### src/rtl/run_dump_controller.sv
// run_dump_controller
//   Run controller for R_PipelineCPU. Feeds the CPU's Output_Addr back to its
//   Input_Addr every cycle until the program end is reached. It then idles for a
//   fixed number of drain cycles so that in-flight instructions retire. Finally it
//   reads the register file word by word and streams the words out on a
//   valid/ready port.
//
//   Optional feature: define RUN_WATCHDOG_EN to add a RUN-cycle watchdog. This
//   adds the MAX_RUN_CYCLES parameter and the timeout port.
//
// Ports
//   clk         in   clock, rising edge
//   rst_n       in   asynchronous reset, active low
//   start       in   1-cycle start pulse, honoured in IDLE or DONE only
//   pc_next     in   CPU Output_Addr
//   pc_out      out  CPU Input_Addr
//   rf_raddr    out  register file read address (combinational)
//   rf_rdata    in   register file read data for rf_raddr
//   dump_valid  out  dump_data/dump_index hold a register word
//   dump_ready  in   consumer accepts the word on valid & ready
//   dump_data   out  register value
//   dump_index  out  register number of dump_data
//   busy        out  high in RUN, DRAIN and DUMP
//   done        out  high in DONE
//   timeout     out  watchdog fired (RUN_WATCHDOG_EN only)
module run_dump_controller #(
   parameter int unsigned INSTR_MAX      = 128,
   parameter int unsigned REG_MAX        = 32,
   parameter int unsigned DRAIN_CYCLES   = 4
`ifdef RUN_WATCHDOG_EN
  ,parameter int unsigned MAX_RUN_CYCLES = 1024
`endif
) (
   input  logic        clk,
   input  logic        rst_n,
   input  logic        start,
   input  logic [31:0] pc_next,
   output logic [31:0] pc_out,
   output logic [4:0]  rf_raddr,
   input  logic [31:0] rf_rdata,
   output logic        dump_valid,
   input  logic        dump_ready,
   output logic [31:0] dump_data,
   output logic [4:0]  dump_index,
   output logic        busy,
   output logic        done
`ifdef RUN_WATCHDOG_EN
  ,output logic        timeout
`endif
);

   typedef enum logic [2:0] {S_IDLE, S_RUN, S_DRAIN, S_DUMP, S_DONE} state_t;

   localparam logic [31:0] PC_LIMIT   = 32'(INSTR_MAX - 4);
   localparam logic [5:0]  IDX_END    = 6'(REG_MAX);
   localparam logic [7:0]  DRAIN_LOAD = 8'(DRAIN_CYCLES);

   state_t      state, state_nxt;
   logic [31:0] pc_nxt;
   logic [7:0]  drain_cnt, drain_nxt;
   logic [5:0]  idx, idx_nxt;     // 6 bits so REG_MAX=32 ends without wrapping
   logic        valid_nxt;
   logic [31:0] data_nxt;
   logic [4:0]  dindex_nxt;

`ifdef RUN_WATCHDOG_EN
   localparam int unsigned RUN_W = $clog2(MAX_RUN_CYCLES + 1);
   localparam logic [RUN_W-1:0] RUN_LAST = RUN_W'(MAX_RUN_CYCLES - 1);
   logic [RUN_W-1:0] run_cnt, run_nxt;
   logic             timeout_nxt;
`endif

   assign rf_raddr = (state == S_DUMP) ? idx[4:0] : '0;

   always_ff @(posedge clk or negedge rst_n) begin
      if (!rst_n) begin
         state      <= S_IDLE;
         pc_out     <= '0;
         drain_cnt  <= '0;
         idx        <= '0;
         dump_valid <= 1'b0;
         dump_data  <= '0;
         dump_index <= '0;
         busy       <= 1'b0;
         done       <= 1'b0;
`ifdef RUN_WATCHDOG_EN
         run_cnt    <= '0;
         timeout    <= 1'b0;
`endif
      end else begin
         state      <= state_nxt;
         pc_out     <= pc_nxt;
         drain_cnt  <= drain_nxt;
         idx        <= idx_nxt;
         dump_valid <= valid_nxt;
         dump_data  <= data_nxt;
         dump_index <= dindex_nxt;
         // busy/done are registered copies of the next state.
         busy       <= state_nxt inside {S_RUN, S_DRAIN, S_DUMP};
         done       <= (state_nxt == S_DONE);
`ifdef RUN_WATCHDOG_EN
         run_cnt    <= run_nxt;
         timeout    <= timeout_nxt;
`endif
      end
   end

   always_comb begin
      state_nxt  = state;
      pc_nxt     = pc_out;
      drain_nxt  = drain_cnt;
      idx_nxt    = idx;
      valid_nxt  = dump_valid;
      data_nxt   = dump_data;
      dindex_nxt = dump_index;
`ifdef RUN_WATCHDOG_EN
      run_nxt     = run_cnt;
      timeout_nxt = timeout;
`endif
      case (state)
         S_IDLE, S_DONE: begin
            if (start) begin
               state_nxt = S_RUN;
               pc_nxt    = '0;
`ifdef RUN_WATCHDOG_EN
               run_nxt     = '0;
               timeout_nxt = 1'b0;
`endif
            end
         end
         S_RUN: begin
            // The limit test uses the current pc_out. A jump past the limit is
            // therefore taken once before the run stops.
            if (pc_out >= PC_LIMIT) begin
               state_nxt = S_DRAIN;
               drain_nxt = DRAIN_LOAD;
            end
`ifdef RUN_WATCHDOG_EN
            else if (run_cnt == RUN_LAST) begin
               state_nxt   = S_DRAIN;
               drain_nxt   = DRAIN_LOAD;
               timeout_nxt = 1'b1;
            end
`endif
            else begin
               pc_nxt = pc_next;
`ifdef RUN_WATCHDOG_EN
               run_nxt = run_cnt + 1'b1;
`endif
            end
         end
         S_DRAIN: begin
            if (drain_cnt == 8'd1) begin
               state_nxt = S_DUMP;
               idx_nxt   = '0;
            end else begin
               drain_nxt = drain_cnt - 8'd1;
            end
         end
         S_DUMP: begin
            // idx == IDX_END means the word on the port is the last one.
            if (dump_valid && dump_ready && (idx == IDX_END)) begin
               valid_nxt = 1'b0;
               state_nxt = S_DONE;
            end else if ((!dump_valid || dump_ready) && (idx < IDX_END)) begin
               valid_nxt  = 1'b1;
               data_nxt   = rf_rdata;
               dindex_nxt = idx[4:0];
               idx_nxt    = idx + 1'b1;
            end
         end
         default: state_nxt = S_IDLE;
      endcase
   end

endmodule

### config.mk
export PLATFORM = sky130hd
export DESIGN_NAME = run_dump_controller
export DESIGN_NICKNAME = d
export VERILOG_FILES = /design/src/rtl/run_dump_controller.sv
export SDC_FILE = /design/constraint.sdc
export NUM_CORES = 1
export LEC_CHECK = 0
export CORE_AREA = 2 2 115 117
export CTS_CLUSTER_DIAMETER = 150
export DETAILED_ROUTE_END_ITERATION = 6
export DIE_AREA = 0 0 117 119
export SYNTH_ARGS = -nofsm -noshare
export SYNTH_HDL_FRONTEND = slang
export SYNTH_SLANG_ARGS = --single-unit
### constraint.sdc
create_clock -name clk -period 2.15 [get_ports clk]
set_input_delay 0.3225 -clock clk [delete_from_list [all_inputs] [get_ports clk]]
set_output_delay 0.3225 -clock clk [all_outputs]
set_load 0.005 [all_outputs]
==> flow_metrics.env <==
export IMPL_yosysTopAreaCell="dfrtp_1"
export IMPL_crit_path_max_fanout=6
export IMPL_gp_congestion=0.788
export IMPL_peakVddDrop_v=0.000427
export IMPL_n_antenna_cell=0
export IMPL_synthArstFlopShare=1.00
export IMPL_clk_latency_ps=340
export IMPL_synthCells=361
export IMPL_grt_pass1_vias=3128
export IMPL_cap_violations=0
export IMPL_fin_crit_sh=0.951
export IMPL_layout_drive_gt1_share=0.0846
export IMPL_outcome="completed"
export IMPL_r2r_end="pc_out[18]$_DFFE_PN0P_"
export IMPL_fillers=1225
export IMPL_vias=3182
export IMPL_synthSimpleGateAreaFrac=0.233
export IMPL_cts_root_buf="clkbuf_16"
export IMPL_fin_ws_ps=106
export IMPL_finClkSkew_ps=6.26
export IMPL_die_h_um=119
export IMPL_worstSetupPathType="flip-flop to output port"
export IMPL_hp_class="flip-flop to flip-flop"
export IMPL_die_area_um2=13900
export IMPL_io_pin_count=145
export IMPL_critical_path_arrival_ps=1720
export IMPL_dr_pass1_iters=5
export IMPL_gr_total_overflow=0
export IMPL_yosys_register_bits=89
export IMPL_finalWirelength_mm=9.65
export IMPL_htreeDepth=3
export IMPL_synth_warnings=0
export IMPL_final_net_count=587
export IMPL_r2r_cells=6
export IMPL_synth_nets=433
export IMPL_endpoint="rf_raddr[1]"
export IMPL_cts_made_buffers=9
export IMPL_rows=42
export IMPL_grt_usage=0.140
export IMPL_synthFlopType="dfrtp_1"
export IMPL_netlist_area_leader_share=0.597
export IMPL_place_ws_ps=74.9
export IMPL_drt_iter0_drc=157
export IMPL_setup_tns_ps=0
export IMPL_cts_tree="done"
export IMPL_grt_max_degree=52
export IMPL_place_port_buffers=144
export IMPL_crit_path_start="state[2]$_DFF_PN0_"
export IMPL_fin_area_um2=5830
export IMPL_synth_edff_count=0
export IMPL_tightest_slew_ps=514
export IMPL_setup_viol=0
export IMPL_rsz0062_at_grt="no"
export IMPL_start_kind="flip-flop"
export IMPL_drc_errors=0
export IMPL_hpwl_mm=6.90
export IMPL_syn_cell_area_um2=3730
export IMPL_cp_end_kind="output port"
export IMPL_slew_headroom=0.657
export IMPL_area_delta_synth_final_pct=56.2
export IMPL_vias_per_cell=4.57
export IMPL_synthXorXnorAreaFrac=0.00704
export IMPL_p_per_area_nw_per_um2=1250
export IMPL_yosys_top_cells_area="dfrtp_1 60%, nand2_1 12%, a22o_1 7.7%"
export IMPL_postLayoutCoreUtil=0.452
export IMPL_slowest_stage="clkdlybuf4s50_1"
export IMPL_die_w_um=117
export IMPL_crit_buf_inv=1
export IMPL_crit_required_ps=1830
export IMPL_r2r_start="pc_out[30]$_DFFE_PN0P_"
export IMPL_cpPeakStageDelay_ps=530
export IMPL_worstPathCellList="nand3b_1, nor2_1, clkdlybuf4s50_1"
export IMPL_grt_pass1_wl_mm=15.4
export IMPL_final_max_slew_viol_count=0
export IMPL_antenna_found_initial=0
export IMPL_design_core_area_um2=12900
export IMPL_dpl_instance_area_um2=5500
export IMPL_r2r_slack_ps=110
export IMPL_synth_area_mux_share=0.0107
export IMPL_cpLargestDelayFamily="buffers and inverters"
export IMPL_fmax_mhz=489
export IMPL_finalHoldViolations=0
export IMPL_period_minus_slack_ps=2040
export IMPL_synth_fa_ha_area_frac=0.0134
export IMPL_avgRoutedWirePerCell_um=13.9
export IMPL_floorplan_initialDensity=0.290
export IMPL_synth_compound_area_share=0.111
export IMPL_hold_ws_ps=471
export IMPL_leakagePower_nw=2.65
export IMPL_synth_top_family_by_area="simple AND/OR/NAND/NOR gates"
export IMPL_whs_path_depth=2
export IMPL_ys_seq_area_frac=0.597
export IMPL_postSynthAreaPerCell_um2=10.3
export IMPL_cts_path_max_buffers=2
export IMPL_crit_cells=3
export IMPL_synth_cell_type_count=40
export IMPL_final_antenna_net_count=0
export IMPL_min_from="dump_data[24]$_DFFE_PN0P_"
export IMPL_clk_pin_slew_ps=60
export IMPL_cts_sinks=89
==> area by class of cell <==
class / instances / area [um^2] / area share
Clock buffer: 14 / 274 / 0.0470
Clock inverter: 2 / 35.0 / 0.00601
Multi-Input combinational cell: 247 / 1420 / 0.243
Sequential cell: 89 / 2230 / 0.383
Timing Repair Buffer: 162 / 1630 / 0.280
Inverter: 6 / 22.5 / 0.00387
Tap cell: 176 / 220 / 0.0378
==> cells in the final DEF, fill, tap and decap left out, types with 2 or more instances in the layout <==
master / instances
nand4_1: 3
inv_1: 6
or3_1: 3
nor2b_1: 2
nor2_1: 14
o31ai_1: 3
dfrtp_1: 88
a21oi_1: 3
nor3_2: 2
nand3_1: 3
clkdlybuf4s50_1: 142
nand2_1: 118
nor3_1: 3
a22o_1: 33
a31o_2: 2
clkbuf_16: 9
or4_4: 2
clkbuf_1: 2
nor4_1: 10
ha_1: 4
nor4b_1: 2
buf_4: 14
xor2_1: 3
clkbuf_8: 3
buf_12: 4
and2_1: 4
o21ai_0: 6
or4_1: 2
mux2i_1: 4
nand2b_1: 8
==> cells in the mapped netlist, drive strengths merged (2+ instances only) <==
master / instances
nand2: 118
dfrtp: 89
a22o: 33
nor2: 14
clkbuf: 13
nor4: 11
nand2b: 8
buf: 6
inv: 6
o21ai: 6
nand3: 5
nor3: 5
and2: 4
ha: 4
mux2i: 4
or4: 4
a21oi: 3
nand4: 3
nor4b: 3
o31ai: 3
or3: 3
xor2: 3
a31o: 2
nor2b: 2
==> how the worst min path moves through the flow <==
| stage | slack, ps | endpoint |
|---|---|---|
| 2_1_floorplan | 30 | busy$_DFF_PN0_ |
| 6_report | 470 | dump_data[24]$_DFFE_PN0P_ |
| 3_3_place_gp | 330 | dump_data[2]$_DFFE_PN0P_ |
| 3_5_place_dp | 330 | dump_data[4]$_DFFE_PN0P_ |
| 5_1_grt | 490 | dump_data[30]$_DFFE_PN0P_ |
| 4_1_cts | 480 | dump_data[24]$_DFFE_PN0P_ |
==> layer usage <==
metal  wire length [um]  up-vias  GRT usage
li1                   -     1540          -
met1               4330     1511      0.182
met2               4380      112      0.217
met3                725       19     0.0392
met4                215        0     0.0581
met5                  0        -          0
==> metrics by stage <==
stage          instances  power [mW]
2_1_floorplan        361        3.98
3_3_place_gp         678        5.63
3_5_place_dp         678        5.71
4_1_cts              695        7.36
5_1_grt              696        7.80
6_report             696        7.28
==> cells by family (layout without fill, tap and decap cells) <==
kind of cell	after synthesis	after routing
compound gates	52	52
flops	89	89
xor+xnor	3	3
fa+ha+maj	4	4
buf+inv	25	184
simple gates	184	184
mux	4	4
==> power breakdown <==
part           internal, mW  leakage, nW  switching, mW
clock                 0.995        0.153          0.618
sequential             2.29         1.14          0.424
combinational          1.70         1.36           1.25
==> sequential cells by signal, summed over array words and instances (netlist names) <==
signal,count
drain_cnt,8
busy,1
pc_out,32
idx,6
dump_valid,1
dump_index,5
done,1
state,3
dump_data,32
==> repair_timing <==
item / CTS / global route
resized for setup: 0 / 2
buffers inserted: 0 / 1
hold buffers: 1 / 0
endpoints found under the setup margin: 0 / 2
hold endpoints to repair: 38 / 0
==> worst min-delay path: cells and delay by family (launching register included) <==
kind | cells | cell delay [ps]
flops | 1 | 340
simple gates | 2 | 100
Power figures use the tool's default switching activity.
